**src/rtl/uart_fifo_write_arbiter.sv**
```systemverilog
// Write-port arbiter for the 16-byte UART FIFO: round-robin between the RX
// byte stream and the CPU store path, with occupancy tracking and RX drop accounting.
module uart_fifo_write_arbiter #(
  parameter int DEPTH = 16,
  parameter int CW    = 5
) (
  input  logic          UART_CLK,
  input  logic          reset,
  input  logic          rx_valid,
  input  logic [7:0]    rx_data,
  input  logic          cpu_valid,
  input  logic [7:0]    cpu_data,
  output logic          cpu_ready,
  input  logic          rd_pop,
  input  logic          ovf_clr,
  output logic          fifo_write_req,
  output logic [7:0]    fifo_write_data,
  output logic [CW-1:0] count,
  output logic          full,
  output logic          empty,
  output logic          overflow,
  output logic [7:0]    drop_cnt
);

  localparam logic [CW-1:0] DEPTH_C = CW'(DEPTH);

  typedef enum logic {GR_RX = 1'b0, GR_CPU = 1'b1} grant_e;

  function automatic logic [7:0] sat_inc8(input logic [7:0] v);
    return (v == 8'hFF) ? v : v + 8'd1;
  endfunction

  grant_e        last_grant_q, last_grant_d;
  logic          rx_pend_q, rx_pend_d;
  logic [7:0]    rx_hold_q, rx_hold_d;
  logic          fifo_write_req_q, fifo_write_req_d;
  logic [7:0]    fifo_write_data_q, fifo_write_data_d;
  logic [CW-1:0] count_q, count_d;
  logic          full_q, full_d;
  logic          empty_q, empty_d;
  logic          overflow_q, overflow_d;
  logic [7:0]    drop_cnt_q, drop_cnt_d;

  logic room, grant_rx, grant_cpu, grant, pop_eff, drop;

  always_comb begin
    // A same-cycle rd_pop does not open a slot: room uses the committed count only.
    room      = (count_q != DEPTH_C);
    grant_rx  = !reset && room && rx_pend_q && (!cpu_valid || last_grant_q == GR_CPU);
    grant_cpu = !reset && room && cpu_valid && (!rx_pend_q || last_grant_q == GR_RX);
    grant     = grant_rx || grant_cpu;
    pop_eff   = rd_pop && (count_q != '0);
    drop      = rx_valid && rx_pend_q && !grant_rx;
    cpu_ready = grant_cpu;

    last_grant_d      = last_grant_q;
    rx_pend_d         = rx_pend_q;
    rx_hold_d         = rx_hold_q;
    fifo_write_req_d  = grant;
    fifo_write_data_d = fifo_write_data_q;
    count_d           = count_q;
    overflow_d        = overflow_q;
    drop_cnt_d        = drop_cnt_q;

    if (grant_rx) begin
      last_grant_d      = GR_RX;
      fifo_write_data_d = rx_hold_q;
      rx_pend_d         = 1'b0;
    end else if (grant_cpu) begin
      last_grant_d      = GR_CPU;
      fifo_write_data_d = cpu_data;
    end

    // The hold register accepts a new byte only when its slot is free or draining now.
    if (rx_valid && !drop) begin
      rx_hold_d = rx_data;
      rx_pend_d = 1'b1;
    end

    if (grant && !pop_eff)      count_d = count_q + CW'(1);
    else if (!grant && pop_eff) count_d = count_q - CW'(1);

    if (drop) begin
      overflow_d = 1'b1;
      drop_cnt_d = sat_inc8(drop_cnt_q);
    end else if (ovf_clr) begin
      overflow_d = 1'b0;
    end

    full_d  = (count_d == DEPTH_C);
    empty_d = (count_d == '0);
  end

  always_ff @(posedge UART_CLK) begin
    if (reset) begin
      last_grant_q      <= GR_CPU;
      rx_pend_q         <= 1'b0;
      fifo_write_req_q  <= 1'b0;
      fifo_write_data_q <= 8'h00;
      count_q           <= '0;
      full_q            <= 1'b0;
      empty_q           <= 1'b1;
      overflow_q        <= 1'b0;
      drop_cnt_q        <= 8'h00;
    end else begin
      last_grant_q      <= last_grant_d;
      rx_pend_q         <= rx_pend_d;
      fifo_write_req_q  <= fifo_write_req_d;
      fifo_write_data_q <= fifo_write_data_d;
      count_q           <= count_d;
      full_q            <= full_d;
      empty_q           <= empty_d;
      overflow_q        <= overflow_d;
      drop_cnt_q        <= drop_cnt_d;
    end
  end

  always_ff @(posedge UART_CLK) begin
    rx_hold_q <= rx_hold_d;
  end

  assign fifo_write_req  = fifo_write_req_q;
  assign fifo_write_data = fifo_write_data_q;
  assign count           = count_q;
  assign full            = full_q;
  assign empty           = empty_q;
  assign overflow        = overflow_q;
  assign drop_cnt        = drop_cnt_q;

endmodule

```
**config.mk**
```make
export PLATFORM = sky130hd
export DESIGN_NAME = uart_fifo_write_arbiter
export DESIGN_NICKNAME = d
export VERILOG_FILES = /design/src/rtl/uart_fifo_write_arbiter.sv
export SDC_FILE = /design/constraint.sdc
export NUM_CORES = 1
export LEC_CHECK = 0
export ABC_AREA = 0
export CAP_MARGIN = 15
export CORE_ASPECT_RATIO = 0.5
export CORE_MARGIN = 3
export CORE_UTILIZATION = 45
export CTS_CLUSTER_DIAMETER = 200
export DETAILED_ROUTE_END_ITERATION = 6
export PLACE_DENSITY = 0.88
export SLEW_MARGIN = 20
export SYNTH_ARGS = -nofsm -noshare
export SYNTH_HDL_FRONTEND = slang
export SYNTH_SLANG_ARGS = --single-unit
```
**constraint.sdc**
```tcl
create_clock -name UART_CLK -period 6.6 [get_ports UART_CLK]
set_input_delay 0.99 -clock UART_CLK [delete_from_list [all_inputs] [get_ports UART_CLK]]
set_output_delay 0.99 -clock UART_CLK [all_outputs]
set_load 0.005 [all_outputs]
```
==> summary by stage, run 1 <==
Outcome
The run finished with clean final reports.

STA
Across all setup checks in the final design, the least slack found is 3.04 ns. The number of hold-slack violations in the final timing report came to 0. Setup violations remaining at the end of the flow were counted as 0. Measured against its own limit, the worst slew margin works out to 0.340.

The setup skew after layout is roughly 0.0026 ns. The total negative slack for setup checks is 0 ns. Setup repair after global routing left no endpoint under its margin. The post-layout minimum cycle time is 3.56 ns.

The transition time at the pin with the least slew margin is a little under 1 ns. The final cycle utilization of the critical path is 0.539. The max-slew violation count is 0. For this run, the top clock speed supported by timing is 0.281 GHz.

Clock tree
The number of hold buffers added after CTS was 0. The number of buffers added by the clock tree synthesis step is 5. The number of levels the H-tree was split into is 2. The buffer levels on the longest clock path is 2. The root buffer cell chosen for the clock tree is sky130_fd_sc_hd__clkbuf_8.

Counting every sink on the clock net gives 35. Clock-pin slew was measured on the worst setup and hold paths at 0.06 ns. After clock tree synthesis, the setup repair step added 0 buffers. The CTS tree is built.

At the later pin of the worst-skew pair, clock insertion delay measures 0.28 ns. The number of gates resized after cts is 0.

Power and ir drop
The power per unit of standard cell area is around 300 nW/um2. The worst ir drop on vdd is approximately 0.00014 V. Of the total power, the share spent switching nets is 0.315. The leakage power total is just under 0.8 nW. The internal portion of total power is 0.444 mW. Of the total power, registers draw 0.427. The clock network fraction of total power is 0.226. For this design the total switching power over the nets is 0.204 mW. The share of total power dissipated in combinational logic is 0.347.

Synth
The net count after synthesis is 174. The number of instances in the synthesized netlist is between 100 and 150. The most used flip-flop cell after synthesis is sky130_fd_sc_hd__dfxtp_1.

Counting flops with an async set or reset pin after synthesis yields a share of 0. Yosys printed 0 warnings. The number of distinct library cells after synthesis is 36. The post-synthesis area per instance is 10.6 um2.

In this run, synthesis inferred 8 flip-flops with an integrated enable. Sorting the synthesized cells by area gives the leading types as sky130_fd_sc_hd__dfxtp_1 34%, sky130_fd_sc_hd__edfxtp_1 15%, sky130_fd_sc_hd__mux2i_1 7.6%. The biggest area consumer among synthesized cells is sky130_fd_sc_hd__dfxtp_1. The synthesized design contains 35 register bits. The post-synth design cell area is roughly 1600 um2. The sequential-to-total area share from yosys stat is 0.497. The share of synthesized area in the top cell type comes to 0.344.

Drt
For this run, design rule violations remaining after detail routing come to 0. The via count of the routed design is 1,260. The DRC violation total after the first TritonRoute iteration is 53. In the routed layout, each cell is associated on average with a via count of 5.12. For this run, the detailed router's first-pass iteration total came to 4.

After detailed routing, the average wire length per cell comes to around 14 um. After detailed routing, the total wire length is 3320 um. In this run the remaining antenna-violating nets after routing total 0.

Finish
The top cell types in the final layout, fill and taps aside, are 46 x sky130_fd_sc_hd__clkdlybuf4s50_1, 27 x sky130_fd_sc_hd__dfxtp_1, 26 x sky130_fd_sc_hd__nor2_1, 12 x sky130_fd_sc_hd__mux2i_1, 9 x sky130_fd_sc_hd__a211oi_1. The final layout contains between 200 and 250 nets. The number of antenna diodes in the final layout is 0. The most common library cell in the layout ignoring fill and taps is sky130_fd_sc_hd__clkdlybuf4s50_1. Of the cells placed in the final design, the portion with a size suffix greater than 1 is 0.0657. The design area is 2150 um2.

The filler-free cell count of the finished design is 246. From synthesis to final layout, the design area changed by 37.0%.

Setup path
Among all stages on the critical path, the largest delay is contributed by sky130_fd_sc_hd__clkdlybuf4s50_1. The largest fanout on the critical path is 2. STA classifies the critical path endpoint as an output pin.

At the worst endpoint, the required time is about 5.6 ns. Data on the critical path arrives at its endpoint at 2.57 ns. The startpoint class of the critical path is an input pin. Traced cell by cell, the critical path runs through clkdlybuf4s50_1, a21boi_0, nor3b_1, clkdlybuf4s50_1. The critical path in this run is classified as in -> out. The largest single stage delay on the critical path is between 0.5 and 0.6 ns. In this design, the critical path's most frequently occurring cell is sky130_fd_sc_hd__clkdlybuf4s50_1.

Global routing
The global routing usage summed across all routing layers is 0.160. The fraction of met3 tracks used by global routing is 0.0498. After global routing the overflow that remains totals 0. The number of global-route vias before repair is 1,144. For this run, global-route usage on met1 was measured as 0.187. The first global-routing pass estimated 5010 um of wire. The maximum number of pins on one net before global-route repair is 31. The most used routing layer in global routing is met2. The global-route met2 utilization is 0.272.

The number of antenna violations at the first check in global routing is 0.

Floorplan
The starting utilization of the core area is 0.495. The row count is 14. In this run the horizontal extent of the chip is a little under 90 um. The I/O pin count is 48. The die covers around 4300 um2. In this run the standard cell core region covers 3170 um2. The floorplan die height is ~48 um.

Placement
The placed instances occupy a cell area of around 2100 um2. The placed wire-length estimate after detailed placement is 2420 um. The number of placed instances, taps included is 238. At the end of routability-driven placement, the weighted congestion stood at 0.718. The pre-CTS setup slack is 2.47 ns. The count of buffers from port buffering is 47.

Worst hold path
The min-delay analysis places its worst path in the category reg -> reg.

Run
Max-cap violations in this run came to 0.
==> per-layer routing <==
layer	share of wire	vias to the layer above
met2	0.51	28
li1	-	628
met1	0.44	599
met3	0.038	5
met4	0.0087	0
met5	0	-
==> final cells by class <==
cell class	instances	area [um2]
repair buffers	48	473
inverters	5	18.8
well taps	48	60.1
flip-flops and latches	35	781
fillers	228	1020
clock inverters	1	5.00
multi-input cells	102	737
clock buffers	7	76.3
==> through the flow <==
step,hold slack [ns],total power [mW],util
after global placement,0.464,0.497,0.654
after floorplan,0.447,0.415,-
after detailed placement,0.478,0.505,0.654
final,0.497,0.648,0.678
after global routing,0.520,0.685,0.678
after CTS,0.497,0.653,0.680
==> worst max-delay path: cells and delay by family <==
kind / cells / cell delay, ns
AND/OR/NAND/NOR: 1 / 0.27
AO/OA/AOI/OAI: 1 / 0.27
buffers and inverters: 2 / 1.04
==> logic make-up (layout without fill, tap and decap cells) <==
family / count (synthesis) / in the layout / synth area share
muxes: 12 / 12 / 0.0765
adders and majority gates: 4 / 4 / 0.0319
buffers and inverters: 11 / 61 / 0.0335
and+or+nand+nor: 52 / 52 / 0.184
DFF: 35 / 35 / 0.497
AOI/OAI and AO/OA: 23 / 23 / 0.116
xor gates and xnor gates: 11 / 11 / 0.0614
==> path summary, 6_finish.rpt <==
kind,start,endpoint,slack (ns),cells after the start
min,last_grant_q$_SDFFE_PP1P_,last_grant_q$_SDFFE_PP1P_,0.50,1
min reg2reg,last_grant_q$_SDFFE_PP1P_,last_grant_q$_SDFFE_PP1P_,0.50,1
max,cpu_valid,cpu_ready,3.04,4
max reg2reg,count[0]$_SDFF_PP0_,full$_SDFF_PP0_,3.86,8
==> registers in the layout, summed over array words and instances (netlist names) <==
| register | flops |
|---|---|
| count | 5 |
| drop_cnt | 8 |
| empty | 1 |
| fifo_write_data | 8 |
| fifo_write_req | 1 |
| full | 1 |
| last_grant_q | 1 |
| overflow | 1 |
| rx_hold_q | 8 |
| rx_pend_q | 1 |
==> cell usage after synthesis, types with 4 or more instances <==
master,instances
sky130_fd_sc_hd__dfxtp_1,27
sky130_fd_sc_hd__nor2_1,26
sky130_fd_sc_hd__mux2i_1,12
sky130_fd_sc_hd__a211oi_1,9
sky130_fd_sc_hd__edfxtp_1,8
sky130_fd_sc_hd__xor2_1,6
sky130_fd_sc_hd__inv_1,5
sky130_fd_sc_hd__nand2_1,5
sky130_fd_sc_hd__xnor2_1,5
sky130_fd_sc_hd__ha_1,4
==> power groups by stage <==
stage          Sequential [mW]  Combinational [mW]  Clock [mW]
2_1_floorplan            0.278               0.137           0
3_3_place_gp             0.280               0.218           0
3_5_place_dp             0.281               0.224           0
4_1_cts                  0.276               0.226       0.150
5_1_grt                  0.281               0.244       0.159
6_report                 0.277               0.225       0.147
(Power assumes the default switching activity.)
==> run 2, diff against run 1 <==
==> constraint.sdc (replaced) <==
create_clock -name UART_CLK -period 3.5 [get_ports UART_CLK]
set_input_delay 0.525 -clock UART_CLK [delete_from_list [all_inputs] [get_ports UART_CLK]]
set_output_delay 0.525 -clock UART_CLK [all_outputs]
set_load 0.005 [all_outputs]
==> run 2 against run 1 <==
Non-clock buffer count rose by 3. First-iteration DRC count grew 34%. Setup slack got worse by 2.2 ns. Routed wire length up 11%. Clock power is 140% higher. Global-route usage grew 1.8 points. Highest routed layer unchanged.
==> summary by stage, run 2 (synthesis results as in run 1) <==
Outcome
The run finished with clean final reports.

Global routing
The number of global-route vias before repair was 1,259. The number of antenna violations at the first check in global routing is 0. The aggregate global routing overflow is 0. The global routing usage summed across all routing layers is 0.177. The maximum number of pins on one net before global-route repair is 20. The first global-routing pass estimated ~5500 um of wire.

Finish
The antenna diode count is 0. The number of inserted filler cells in the final layout is 230. The top cell types in the final layout, fill and taps aside, are 47 x sky130_fd_sc_hd__clkdlybuf4s50_1, 27 x sky130_fd_sc_hd__dfxtp_1, 26 x sky130_fd_sc_hd__nor2_1, 12 x sky130_fd_sc_hd__mux2i_1, 9 x sky130_fd_sc_hd__a211oi_1.

The sequential cells in the finished layout cover a total of about 780 um2. At the end of the flow the core is filled with cells to 0.695. The area taken by multi-input logic gates is between 700 and 800 um2. The filler-free cell count of the finished design is between 200 and 250. The final layout net count is 226.

The most common library cell in the layout ignoring fill and taps is sky130_fd_sc_hd__clkdlybuf4s50_1. The layout overhead on the synthesized area is 40.4%. In the final layout, the share of cells above drive strength 1 is 0.0796. After routing the design area is 2200 um2.

Drt
For this block, the initial DRC count from the detailed router was 71. The iteration count of the initial detailed-routing pass is 4. The final wirelength is 3670 um. The residual antenna-violating net count after detailed routing is 0. After detailed routing, the number of remaining DRC violations is 0. Summing over every cut layer, the via total after detailed routing is 1,283. In the routed layout, each cell is associated on average with a via count of slightly above 5. The detailed-route wire length per cell is 14.8 um.

Setup path
For this run, the slowest stage of the critical path takes 0.55 ns. STA puts the critical path data required time at between 2 and 3 ns. Walking the worst path, the cells encountered are inv_1, ha_1, and4bb_4, nor3b_1, clkdlybuf4s50_1.

For this design, the slowest cell found on the critical path is sky130_fd_sc_hd__clkdlybuf4s50_1. The arrival time reported for the critical path endpoint is roughly 2.1 ns. The worst setup path is captured at an output pin. The number of buffers and inverters on the critical path is 2.

STA classifies the critical path startpoint as a register. The gate family responsible for the most delay along the worst path is buffers and inverters. Along the worst path, the maximum fanout reaches 7. The worst setup path is of the reg -> out kind.

Placement
In this run, placement finished with an instance count of 241. The placed wire-length estimate after detailed placement is 2590 um. The congestion estimate from routability-driven global placement came to 0.736. The placed cell area is ~2100 um2. The pre-CTS setup slack is about 0.86 ns. The count of buffers from port buffering is 47.

STA
For this run, the top clock speed supported by timing is 0.376 GHz. The relative max-transition margin is 0.570. The setup skew after layout is 0.00605 ns. Setup repair after global routing left no endpoint under its margin.

Setup violations remaining at the end of the flow were counted as 0. In the post-route analysis, the smallest setup slack over all paths is about 0.84 ns. Dividing the final minimum period by the clock period gives 0.759. The transition time at the pin with the least slew margin is about 0.65 ns. The smallest clock period supported by the final layout is computed as around 2.7 ns. The max-slew violation count came to 0. The total negative slack for setup checks is 0 ns. The number of hold-slack violations in the final timing report is 0.

Run
The reported max-cap violation count is 0.

Clock tree
The H-tree generated during clock tree synthesis spans 2 levels. The number of clock sinks is 35. After clock tree synthesis, the clock-pin slew on the worst setup and hold paths is 0.06 ns. The clock latency at the later pin of the worst-skew pair is 0.28 ns. Once the clock tree was built, the setup fixing pass inserted 0 buffers.

TritonCTS built the clock tree. The number of buffers added by the clock tree synthesis step is 5. CTS placed an instance of sky130_fd_sc_hd__clkbuf_8 at the clock tree root.

The number of hold buffers added after CTS is 0. Once the clock tree was built, the resizer swapped 0 gates to a different size. The clock passes through at most 2 buffers.

Floorplan
The core footprint is 3170 um2. The die is 89.5 um wide. The starting utilization of the core area is 0.495. The I/O pin count is 48. From bottom edge to top edge, the die measures about 48 um. The total die area is 4280 um2. The initialized floorplan defines 14 standard-cell rows.

Power and ir drop
Cell internal power was estimated by the tool at between 0.9 and 1 mW. The share of total power in sequential cells is 0.398. For this design the ratio of total power to cell area is 598 nW/um2.

The worst ir drop on vdd is roughly 0.00027 V. The share of total power consumed by net switching is 0.309. The share of total power in combinational logic is 0.339. The clock network fraction of total power is 0.263. The switching power of the nets is 0.407 mW. The leakage power total is 0.811 nW.

Worst hold path
The class of the most critical hold timing path is reg -> reg.
==> run 2: cell type report <==
type,instances,area share
Inverter,5,0.00851
Timing Repair Buffer,51,0.227
Sequential cell,35,0.354
Clock buffer,5,0.0312
Clock inverter,3,0.0176
Multi-Input combinational cell,102,0.334
Tap cell,48,0.0272
==> run 2: final timing paths <==
| kind | cells after the start | end | from | slack (ns) |
|---|---|---|---|---|
| setup / recovery | 5 | cpu_ready | count[0]$_SDFF_PP0_ | 0.84 |
| hold / removal | 2 | fifo_write_data[1]$_SDFFE_PP0P_ | fifo_write_data[1]$_SDFFE_PP0P_ | 0.51 |
| setup reg to reg | 7 | rx_hold_q[1]$_DFFE_PP_ | count[0]$_SDFF_PP0_ | 1.13 |
| hold reg to reg | 2 | fifo_write_data[1]$_SDFFE_PP0P_ | fifo_write_data[1]$_SDFFE_PP0P_ | 0.51 |
==> run 2: routing by layer <==
layer	GRT usage	wire (um)	vias to the layer above
met5	0	0	-
met1	0.192	1500	618
li1	-	-	633
met4	0.0653	31	0
met2	0.336	1990	28
met3	0.0567	151	4
==> run 2: power by group through the flow <==
stage | clock network, mW | logic, mW | registers [mW]
after floorplan | 0 | 0.258 | 0.524
after global placement | 0 | 0.415 | 0.525
after detailed placement | 0 | 0.434 | 0.531
after CTS | 0.352 | 0.449 | 0.522
after global routing | 0.368 | 0.484 | 0.532
final | 0.347 | 0.447 | 0.524
==> run 2: worst min-delay path, delay by kind of cell, from the launching register on <==
family / cells / cell delay [ns]
DFF: 1 / 0.31
AOI/OAI and AO/OA: 1 / 0.05
and+or+nand+nor: 1 / 0.10
==> run 2: per-stage QoR <==
step | hold slack (ns) | total power [mW]
floorplan | 0.447 | 0.783
global placement | 0.459 | 0.940
detailed placement | 0.493 | 0.965
CTS | 0.508 | 1.32
global route | 0.519 | 1.38
finish | 0.506 | 1.32
